[src/rtl/counter_pkg.sv]
// Shared constants and types for the counter tally / 7-segment display stage.
package counter_pkg;

  localparam int unsigned NUM_DIGITS = 4;
  localparam logic [6:0]  SEG_BLANK  = 7'h7F;

  // Active-low {g,f,e,d,c,b,a}; entry 15 first so SEG_TABLE[n] decodes nibble n.
  localparam logic [15:0][6:0] SEG_TABLE = {
    7'b0001110, 7'b0000110, 7'b0100001, 7'b1000110,
    7'b0000011, 7'b0001000, 7'b0010000, 7'b0000000,
    7'b1111000, 7'b0000010, 7'b0010010, 7'b0011001,
    7'b0110000, 7'b0100100, 7'b1111001, 7'b1000000
  };

  typedef logic [1:0] digit_sel_t;

endpackage

[src/rtl/counter_tally_disp_if.sv]
// Counter-side inputs and display-side outputs of the tally/display stage.
interface counter_tally_disp_if;
  import counter_pkg::*;

  logic [3:0]            q_in;
  logic                  qcc_in;
  logic                  m_in;
  logic                  tally_clr;
  logic [11:0]           tally;
  logic                  ovf;
  logic [NUM_DIGITS-1:0] an;
  logic [6:0]            seg;

  modport master (
    output q_in, qcc_in, m_in, tally_clr,
    input  tally, ovf, an, seg
  );

  modport slave (
    input  q_in, qcc_in, m_in, tally_clr,
    output tally, ovf, an, seg
  );

endinterface

[src/rtl/hex7seg.sv]
// Combinational nibble to active-low 7-segment decoder.
module hex7seg
  import counter_pkg::*;
(
  input  logic [3:0] nibble,
  output logic [6:0] seg
);

  assign seg = SEG_TABLE[nibble];

endmodule

[src/rtl/counter_tally_disp.sv]
// Wrap tally for the 4-bit up/down counter plus a 4-digit multiplexed display of tally:Q.
// Optional macro LEADING_ZERO_BLANK_EN blanks leading-zero tally digits.
module counter_tally_disp
  import counter_pkg::*;
#(
  parameter logic [15:0] SCAN_DIV = 16'd50000
) (
  input  logic                 cp,
  input  logic                 clr,
  counter_tally_disp_if.slave  bus
);

  logic                  qcc_d;
  logic                  wrap_evt;
  logic [11:0]           tally_q, tally_d;
  logic                  ovf_q, ovf_d;
  logic [15:0]           scan_cnt_q, scan_cnt_d;
  logic                  scan_last;
  digit_sel_t            digit_sel_q, digit_sel_d;
  logic [3:0]            nibble;
  logic [6:0]            dec_seg;
  logic                  blank;
  logic [NUM_DIGITS-1:0] an_q, an_d;
  logic [6:0]            seg_q, seg_d;

  assign wrap_evt = bus.qcc_in & ~qcc_d;

  always_comb begin
    tally_d = tally_q;
    ovf_d   = ovf_q;
    if (bus.tally_clr) begin
      tally_d = '0;
      ovf_d   = 1'b0;
    end else if (wrap_evt) begin
      if (bus.m_in) begin
        tally_d = tally_q + 12'd1;
        if (tally_q == 12'hFFF) ovf_d = 1'b1;
      end else begin
        tally_d = tally_q - 12'd1;
        if (tally_q == 12'h000) ovf_d = 1'b1;
      end
    end
  end

  assign scan_last   = (scan_cnt_q == SCAN_DIV - 16'd1);
  assign scan_cnt_d  = scan_last ? 16'd0 : scan_cnt_q + 16'd1;
  assign digit_sel_d = scan_last ? digit_sel_q + 2'd1 : digit_sel_q;

  always_comb begin
    nibble = bus.q_in;
    case (digit_sel_q)
      2'd0: nibble = bus.q_in;
      2'd1: nibble = tally_q[3:0];
      2'd2: nibble = tally_q[7:4];
      2'd3: nibble = tally_q[11:8];
      default: nibble = bus.q_in;
    endcase
  end

  hex7seg u_hex7seg (
    .nibble (nibble),
    .seg    (dec_seg)
  );

`ifdef LEADING_ZERO_BLANK_EN
  always_comb begin
    blank = 1'b0;
    case (digit_sel_q)
      2'd3: blank = (tally_q[11:8] == 4'd0);
      2'd2: blank = (tally_q[11:4] == 8'd0);
      2'd1: blank = (tally_q == 12'd0);
      default: blank = 1'b0;
    endcase
  end
`else
  assign blank = 1'b0;
`endif

  assign an_d  = ~(NUM_DIGITS'(1) << digit_sel_q);
  assign seg_d = blank ? SEG_BLANK : dec_seg;

  always_ff @(posedge cp or posedge clr) begin
    if (clr) begin
      qcc_d       <= 1'b0;
      tally_q     <= '0;
      ovf_q       <= 1'b0;
      scan_cnt_q  <= '0;
      digit_sel_q <= '0;
      an_q        <= '1;
      seg_q       <= SEG_BLANK;
    end else begin
      qcc_d       <= bus.qcc_in;
      tally_q     <= tally_d;
      ovf_q       <= ovf_d;
      scan_cnt_q  <= scan_cnt_d;
      digit_sel_q <= digit_sel_d;
      an_q        <= an_d;
      seg_q       <= seg_d;
    end
  end

  assign bus.tally = tally_q;
  assign bus.ovf   = ovf_q;
  assign bus.an    = an_q;
  assign bus.seg   = seg_q;

endmodule

[src/flat_wrapper.sv]
// flat-port wrapper written by rule: the top's interface ports become plain ports
module counter_tally_disp_flat import counter_pkg::*;
#(
  parameter logic [15:0] SCAN_DIV = 16'd50000
)
  (cp, clr, bus_q_in, bus_qcc_in, bus_m_in, bus_tally_clr, bus_tally, bus_ovf, bus_an, bus_seg);
  counter_tally_disp_if bus_i ();
  input  logic cp;
  input  logic clr;
  input wire logic [$bits(bus_i.q_in)-1:0] bus_q_in;
  input wire logic [$bits(bus_i.qcc_in)-1:0] bus_qcc_in;
  input wire logic [$bits(bus_i.m_in)-1:0] bus_m_in;
  input wire logic [$bits(bus_i.tally_clr)-1:0] bus_tally_clr;
  output wire logic [$bits(bus_i.tally)-1:0] bus_tally;
  output wire logic [$bits(bus_i.ovf)-1:0] bus_ovf;
  output wire logic [$bits(bus_i.an)-1:0] bus_an;
  output wire logic [$bits(bus_i.seg)-1:0] bus_seg;
  assign bus_i.q_in = bus_q_in;
  assign bus_i.qcc_in = bus_qcc_in;
  assign bus_i.m_in = bus_m_in;
  assign bus_i.tally_clr = bus_tally_clr;
  assign bus_tally = bus_i.tally;
  assign bus_ovf = bus_i.ovf;
  assign bus_an = bus_i.an;
  assign bus_seg = bus_i.seg;
  counter_tally_disp #(.SCAN_DIV(SCAN_DIV)) u_core (.cp(cp), .clr(clr), .bus(bus_i));
endmodule
[config.mk]
export PLATFORM = sky130hd
export DESIGN_NAME = counter_tally_disp_flat
export DESIGN_NICKNAME = d
export VERILOG_FILES = /design/src/rtl/counter_pkg.sv /design/src/rtl/counter_tally_disp_if.sv /design/src/rtl/hex7seg.sv /design/src/rtl/counter_tally_disp.sv /design/src/flat_wrapper.sv
export SDC_FILE = /design/constraint.sdc
export NUM_CORES = 1
export LEC_CHECK = 0
export BUFFER_PORTS_ARGS = -buffer_cell sky130_fd_sc_hd__buf_2
export CORE_UTILIZATION = 55
export DETAILED_ROUTE_END_ITERATION = 10
export GPL_TIMING_DRIVEN = 0
export PLACE_DENSITY_LB_ADDON = 0.08
export SKIP_LAST_GASP = 1
export SLEW_MARGIN = 20
export SYNTH_ARGS = -nofsm -noshare
export SYNTH_HDL_FRONTEND = slang
export SYNTH_SLANG_ARGS = --single-unit
export TNS_END_PERCENT = 10
[constraint.sdc]
create_clock -name cp -period 4.27 [get_ports cp]
set_clock_uncertainty 0.2 [all_clocks]
set_input_delay 0.427 -clock cp [delete_from_list [all_inputs] [get_ports cp]]
set_output_delay 0.427 -clock cp [all_outputs]
set_load 0.02 [all_outputs]
==> impl_metrics.tcl, run 1 <==
set metrics [dict create \
    min_period_ps 2707 \
    hold_ws_ps 72.03 \
    io_buffers 32 \
    path_class "register to register" \
    slew_headroom_pct 54.43 \
    slowest_delay_ps 600 \
    synth_fp_nets 300 \
    crit_chain "inv_1 > ha_1 > clkinv_1 > o21ai_0 > inv_1 > ha_1 > mux4_2" \
    routedWlPerCell_um 14.85 \
    fp-row-count 24 \
    dieArea_um2 5032 \
    seq_area_frac_synth_pct 41.69 \
    cts_resized 0 \
    postPlaceCellArea_um2 2859 \
    slowest_stage "o21ai_0" \
    insertion_delay_ps 290 \
    drc_errors 0 \
    clk_pin_slew_worst_paths_ps 80 \
    synthTopCellsByArea "dfrtp_1, dfstp_2, ha_1, a21oi_1, xor2_1" \
    area_delta_synth_final_pct 14.07 \
    grt_max_degree 37 \
    synthesis.area_um2 2614 \
    place_congestion 0.8260 \
    grt_usage_pct 23.39 \
    numCtsBuffers 5 \
    worst_pin_slew_ps 676.5 \
    grt_setup_unrepaired "no" \
    grt_pass1_vias 2057 \
    clockRootBuffer "clkbuf_8" \
    period_share_pct 63.40 \
    die_y_um 70.94 \
    ys.flop_type "dfrtp_1" \
    hold_path_class "input port to register" \
    vias 2162 \
    hold_start "bus_qcc_in" \
    drive_gt1_share_pct 20.51 \
    crit_arrival_ps 2710 \
    fin_area_um2 2982 \
    rrSetupSlack_ps 1560 \
    status "complete, no violations" \
    netlist_instances 270 \
    vdd_drop_max_uv 125.6 \
    n_fill_cell 381 \
    critPathMaxFanout 7 \
    ys_ff_latch 43 \
    worstHoldPathCells 1 \
    netlist.top_cell.by_area "dfrtp_1" \
    path_depth 7 \
    p_leak_nw 1.400 \
    syn_area_per_cell_um2 9.681 \
    hpwl_um 3974 \
    synthArstFlopShare_pct 100.0 \
    r2r-end "u_core.bus.seg[3]" \
    drt_wl_total_um 5406 \
    place_inst 355 \
    synth_edf_count 0 \
    slew_viol_final 0 \
    h-tree-depth 2 \
    fin_ws_ps 1563 \
    nNetsFinal 341 \
    max-cap-violations 0 \
    yosysWarnings 0 \
    overflow 0 \
    synth.top_cell.area_share_pct 30.64 \
    drtIter0Drc 126 \
    place_ws_ps 1422 \
    cp_num_buf_inv 3 \
    cp-end-kind "register" \
    final-setup-viol-count 0 \
    die_x_um 70.94 \
    hold_violations 0 \
    r2r_start "u_core.digit_sel_q[0]" \
    ys_types 56 \
    worstSetupStartpointType "register" \
    drtAntennaViolNets 0 \
    drt_first_pass_iters 7 \
    clock_path_buffers 2 \
    viasPerCell 5.940 \
    n_antenna_cell 0 \
    antenna_found_initial 0 \
    cts_tree "yes" \
    power_density_nw_per_um2 308.7 \
    critical_path.top_delay_family "compound AO/OA/AOI/OAI gates" \
    final_cell_mix "buf_2, dfrtp_1, nand2_1" \
    ios 33 \
    start_util_pct 58.42 \
    tns_ps 0 \
    p_total_uw 920.4 \
    ff2ff_path_depth 7 \
    fmax_mhz 369.4 \
    hold_end "u_core.qcc_d" \
    coreArea_um2 4474 \
    final_core_util_pct 66.64 \
    required_ps 4280 \
    grt_pass1_wl_um 9287 \
    numClockSinks 43 \
    stdcell_count 364 \
]
==> sequential cells by signal, summed over array words and instances (netlist names) <==
signal / count
u_core.scan_cnt_q: 16
u_core.bus.tally: 12
u_core.bus.seg: 7
u_core.bus.an: 4
u_core.digit_sel_q: 2
u_core.bus.ovf: 1
u_core.qcc_d: 1
==> metal layers <==
metal | vias to the layer above | track usage [%] | wire length [um]
met5 | - | 0 | 0
met4 | 0 | 6.889 | 61
met3 | 5 | 4.416 | 173
met2 | 46 | 40.81 | 2641
met1 | 1046 | 29.67 | 2530
li1 | 1065 | - | -
==> synth_stat cells, types with 2 or more instances <==
master     number
a211oi_1        2
o2111ai_1       2
and4_1          3
o21a_1          2
nand3_1        11
ha_1           20
a21o_1          2
a32o_1          2
a22o_1          2
xnor2_1         9
and3_1          3
nand2b_1        3
nor3_1          4
dfrtp_1        32
xor2_1         11
o22ai_1         3
o21ai_0        11
o211ai_1        2
or3_1           2
clkbuf_1        5
a21oi_1        22
nor4_1          4
nor2_1         16
and2_1          3
nand2_1        23
a222oi_1        4
inv_1          17
dfstp_2        11
nand4_1         8
nor2b_1         5
==> layout make-up <==
cell class | count | area (um2) | area share [%]
buffer | 6 | 30.03 | 1.007
clock buffer | 5 | 68.82 | 2.308
clock inverter | 3 | 43.79 | 1.469
inverter | 18 | 67.56 | 2.266
multi-input combinational | 203 | 1426 | 47.84
sequential | 43 | 1090 | 36.55
tap | 52 | 65.06 | 2.182
timing repair buffer | 34 | 190.2 | 6.379
==> power by group <==
| group | switching, mW | internal [mW] | total, mW |
|---|---|---|---|
| Clock | 0.138 | 0.174 | 0.312 |
| Combinational | 0.101 | 0.0619 | 0.163 |
| Sequential | 0.0188 | 0.426 | 0.445 |
| Total | 0.258 | 0.662 | 0.920 |
==> how the worst max path moves through the flow <==
stage	from	endpoint	slack (ps)
2_1_floorplan	bus_m_in	u_core.bus.tally[10]	1860
3_3_place_gp	bus_m_in	u_core.bus.tally[10]	1410
3_5_place_dp	bus_m_in	u_core.bus.tally[10]	1420
4_1_cts	u_core.digit_sel_q[0]	u_core.bus.seg[3]	1580
5_1_grt	u_core.digit_sel_q[1]	u_core.bus.seg[3]	1370
6_report	u_core.digit_sel_q[0]	u_core.bus.seg[3]	1560
==> kinds of logic (layout without fill, tap and decap cells) <==
group | after synthesis | in the layout | share of synthesized area [%]
flip-flops | 43 | 43 | 41.69
AO/OA/AOI/OAI | 65 | 65 | 16.42
XOR/XNOR | 20 | 20 | 6.702
buffers and inverters | 24 | 66 | 3.734
adder cells (fa/ha/maj) | 21 | 21 | 10.34
multiplexers | 2 | 2 | 1.245
AND/OR/NAND/NOR | 95 | 95 | 19.87
==> repair_timing <==
item	4_1_cts	5_1_grt
endpoints found under the hold margin	7	0
hold buffers	1	0
buffers inserted	0	0
Power figures use the tool's default switching activity.
==> run 2, diff against run 1 <==
- CORE_UTILIZATION: 55 -> 52
- clock period: 4.27 -> 2.4 ns (I/O delays scaled with it)
==> impl_metrics.tcl, run 2 (same netlist as run 1, synthesis figures left out) <==
set metrics [dict create \
    fp-row-count 25 \
    crit_chain "inv_2 > ha_2 > a222oi_1 > nand2_1 > o21ai_4 > inv_1 > ha_1 > mux4_2" \
    dieArea_um2 5314 \
    numClockSinks 43 \
    final-setup-viol-count 0 \
    die_x_um 72.90 \
    area_delta_synth_final_pct 17.86 \
    insertion_delay_ps 300 \
    drc_errors 0 \
    p_leak_nw 1.392 \
    drive_gt1_share_pct 26.27 \
    cp_num_buf_inv 2 \
    drt_wl_total_um 5413 \
    clockRootBuffer "clkbuf_8" \
    largest_reg_flops 16 \
    crit_path_start "u_core.digit_sel_q[1]" \
    routedWlPerCell_um 14.13 \
    vias 2151 \
    r2r-end "u_core.bus.seg[3]" \
    drtAntennaViolNets 0 \
    largest-register "u_core.scan_cnt_q" \
    max-cap-violations 0 \
    r2r_start "u_core.digit_sel_q[1]" \
    viasPerCell 5.616 \
    hold_path_class "input port to register" \
    path_class "register to register" \
    start_util_pct 54.61 \
    clock_path_buffers 2 \
    n_antenna_cell 0 \
    layout_commonest_cell "buf_2" \
    final_cell_mix "buf_2, dfrtp_1, nand2_1" \
    rrSetupSlack_ps 30 \
    critPathMaxFanout 5 \
    grt_pass1_wl_um 8480 \
    critical_path.top_delay_family "compound AO/OA/AOI/OAI gates" \
    ios 33 \
    nNetsFinal 345 \
    min_period_ps 2374 \
    place_ws_ps -308.6 \
    h-tree-depth 2 \
    fin_ws_ps 26.26 \
    slowest_delay_ps 450 \
    slowest_stage "mux4_2" \
    fmax_mhz 421.3 \
    power_density_nw_per_um2 500.5 \
    path_depth 8 \
    hold_start "bus_tally_clr" \
    hpwl_um 3878 \
    crit_arrival_ps 2380 \
    hold_end "u_core.bus.tally[9]" \
    grt_usage_pct 20.99 \
    place_congestion 0.8828 \
    coreArea_um2 4786 \
    grt_setup_unrepaired "yes" \
    cp-end-kind "register" \
    ff2ff_path_depth 8 \
    vdd_drop_max_uv 355.3 \
    slew_headroom_pct 59.91 \
    numCtsBuffers 5 \
    drtIter0Drc 167 \
    period_share_pct 98.91 \
    io_buffers 32 \
    worstHoldPathCells 4 \
    required_ps 2410 \
    hold_violations 0 \
    clk_pin_slew_worst_paths_ps 90 \
    slew_viol_final 0 \
    grt_pass1_vias 1771 \
    die_y_um 72.90 \
    worst_pin_slew_ps 601.4 \
    grt_max_degree 35 \
    drt_first_pass_iters 5 \
    hold_ws_ps 128.4 \
    cts_tree "yes" \
    status "complete, no violations" \
    overflow 0 \
    worstSetupStartpointType "register" \
    antenna_found_initial 0 \
    final_core_util_pct 64.37 \
]
[run 2: layout make-up]
| type | count | area [um2] |
|---|---|---|
| clock buffer | 6 | 72.57 |
| clock inverter | 2 | 12.51 |
| inverter | 18 | 71.32 |
| sequential | 43 | 1091 |
| multi-input combinational | 203 | 1496 |
| fill | 388 | 1705 |
| buffer | 6 | 30.03 |
| timing repair buffer | 38 | 222.7 |
| tap | 67 | 83.83 |
[run 2: repair_timing]
action / 4_1_cts / 5_1_grt
endpoints found under the hold margin: 33 / 0
buffers inserted: 0 / 3
endpoints found under the setup margin: 7 / 9
pin swaps: 0 / 5
gates resized for setup: 4 / 17
hold buffers: 2 / 0
[run 2: metrics by stage]
step / cell area [um2] / power [mW] / instances / TNS, ps
after detailed placement: 2878 / 1.092 / 370 / -1244
final: 3080 / 1.542 / 383 / 0
after global routing: 3080 / 1.627 / 383 / -48.29
after floorplan: 2614 / 1.006 / 270 / 0
after CTS: 2995 / 1.547 / 380 / -64.44
after global placement: 2858 / 1.084 / 369 / -911.4
[run 2: report_power, final]
group | leakage, nW | total (mW) | internal, mW | switching, mW
Sequential | 0.538 | 0.793 | 0.758 | 0.0351
Combinational | 0.812 | 0.301 | 0.119 | 0.183
Clock | 0.0412 | 0.447 | 0.203 | 0.244
Total | 1.39 | 1.54 | 1.08 | 0.461
[run 2: how the worst max path moves through the flow]
stage	slack [ps]	endpoint
3_5_place_dp	-310	u_core.bus.tally[8]
5_1_grt	-30	u_core.bus.seg[3]
6_report	30	u_core.bus.seg[3]
4_1_cts	-60	u_core.bus.seg[3]
2_1_floorplan	80	u_core.bus.seg[3]
3_3_place_gp	-300	u_core.bus.tally[10]
[run 2: metal layers]
metal | routed length (um) | up-vias | track usage [%]
li1 | - | 1077 | -
met1 | 2695 | 999 | 31.75
met2 | 2290 | 70 | 31.15
met3 | 375 | 5 | 3.729
met4 | 52 | 0 | 5.229
met5 | 0 | - | 0
[run 2: worst min-delay path: stages]
cell	delay, ps
buf_2	130
inv_1	70
a31oi_1	70
nand3_1	80
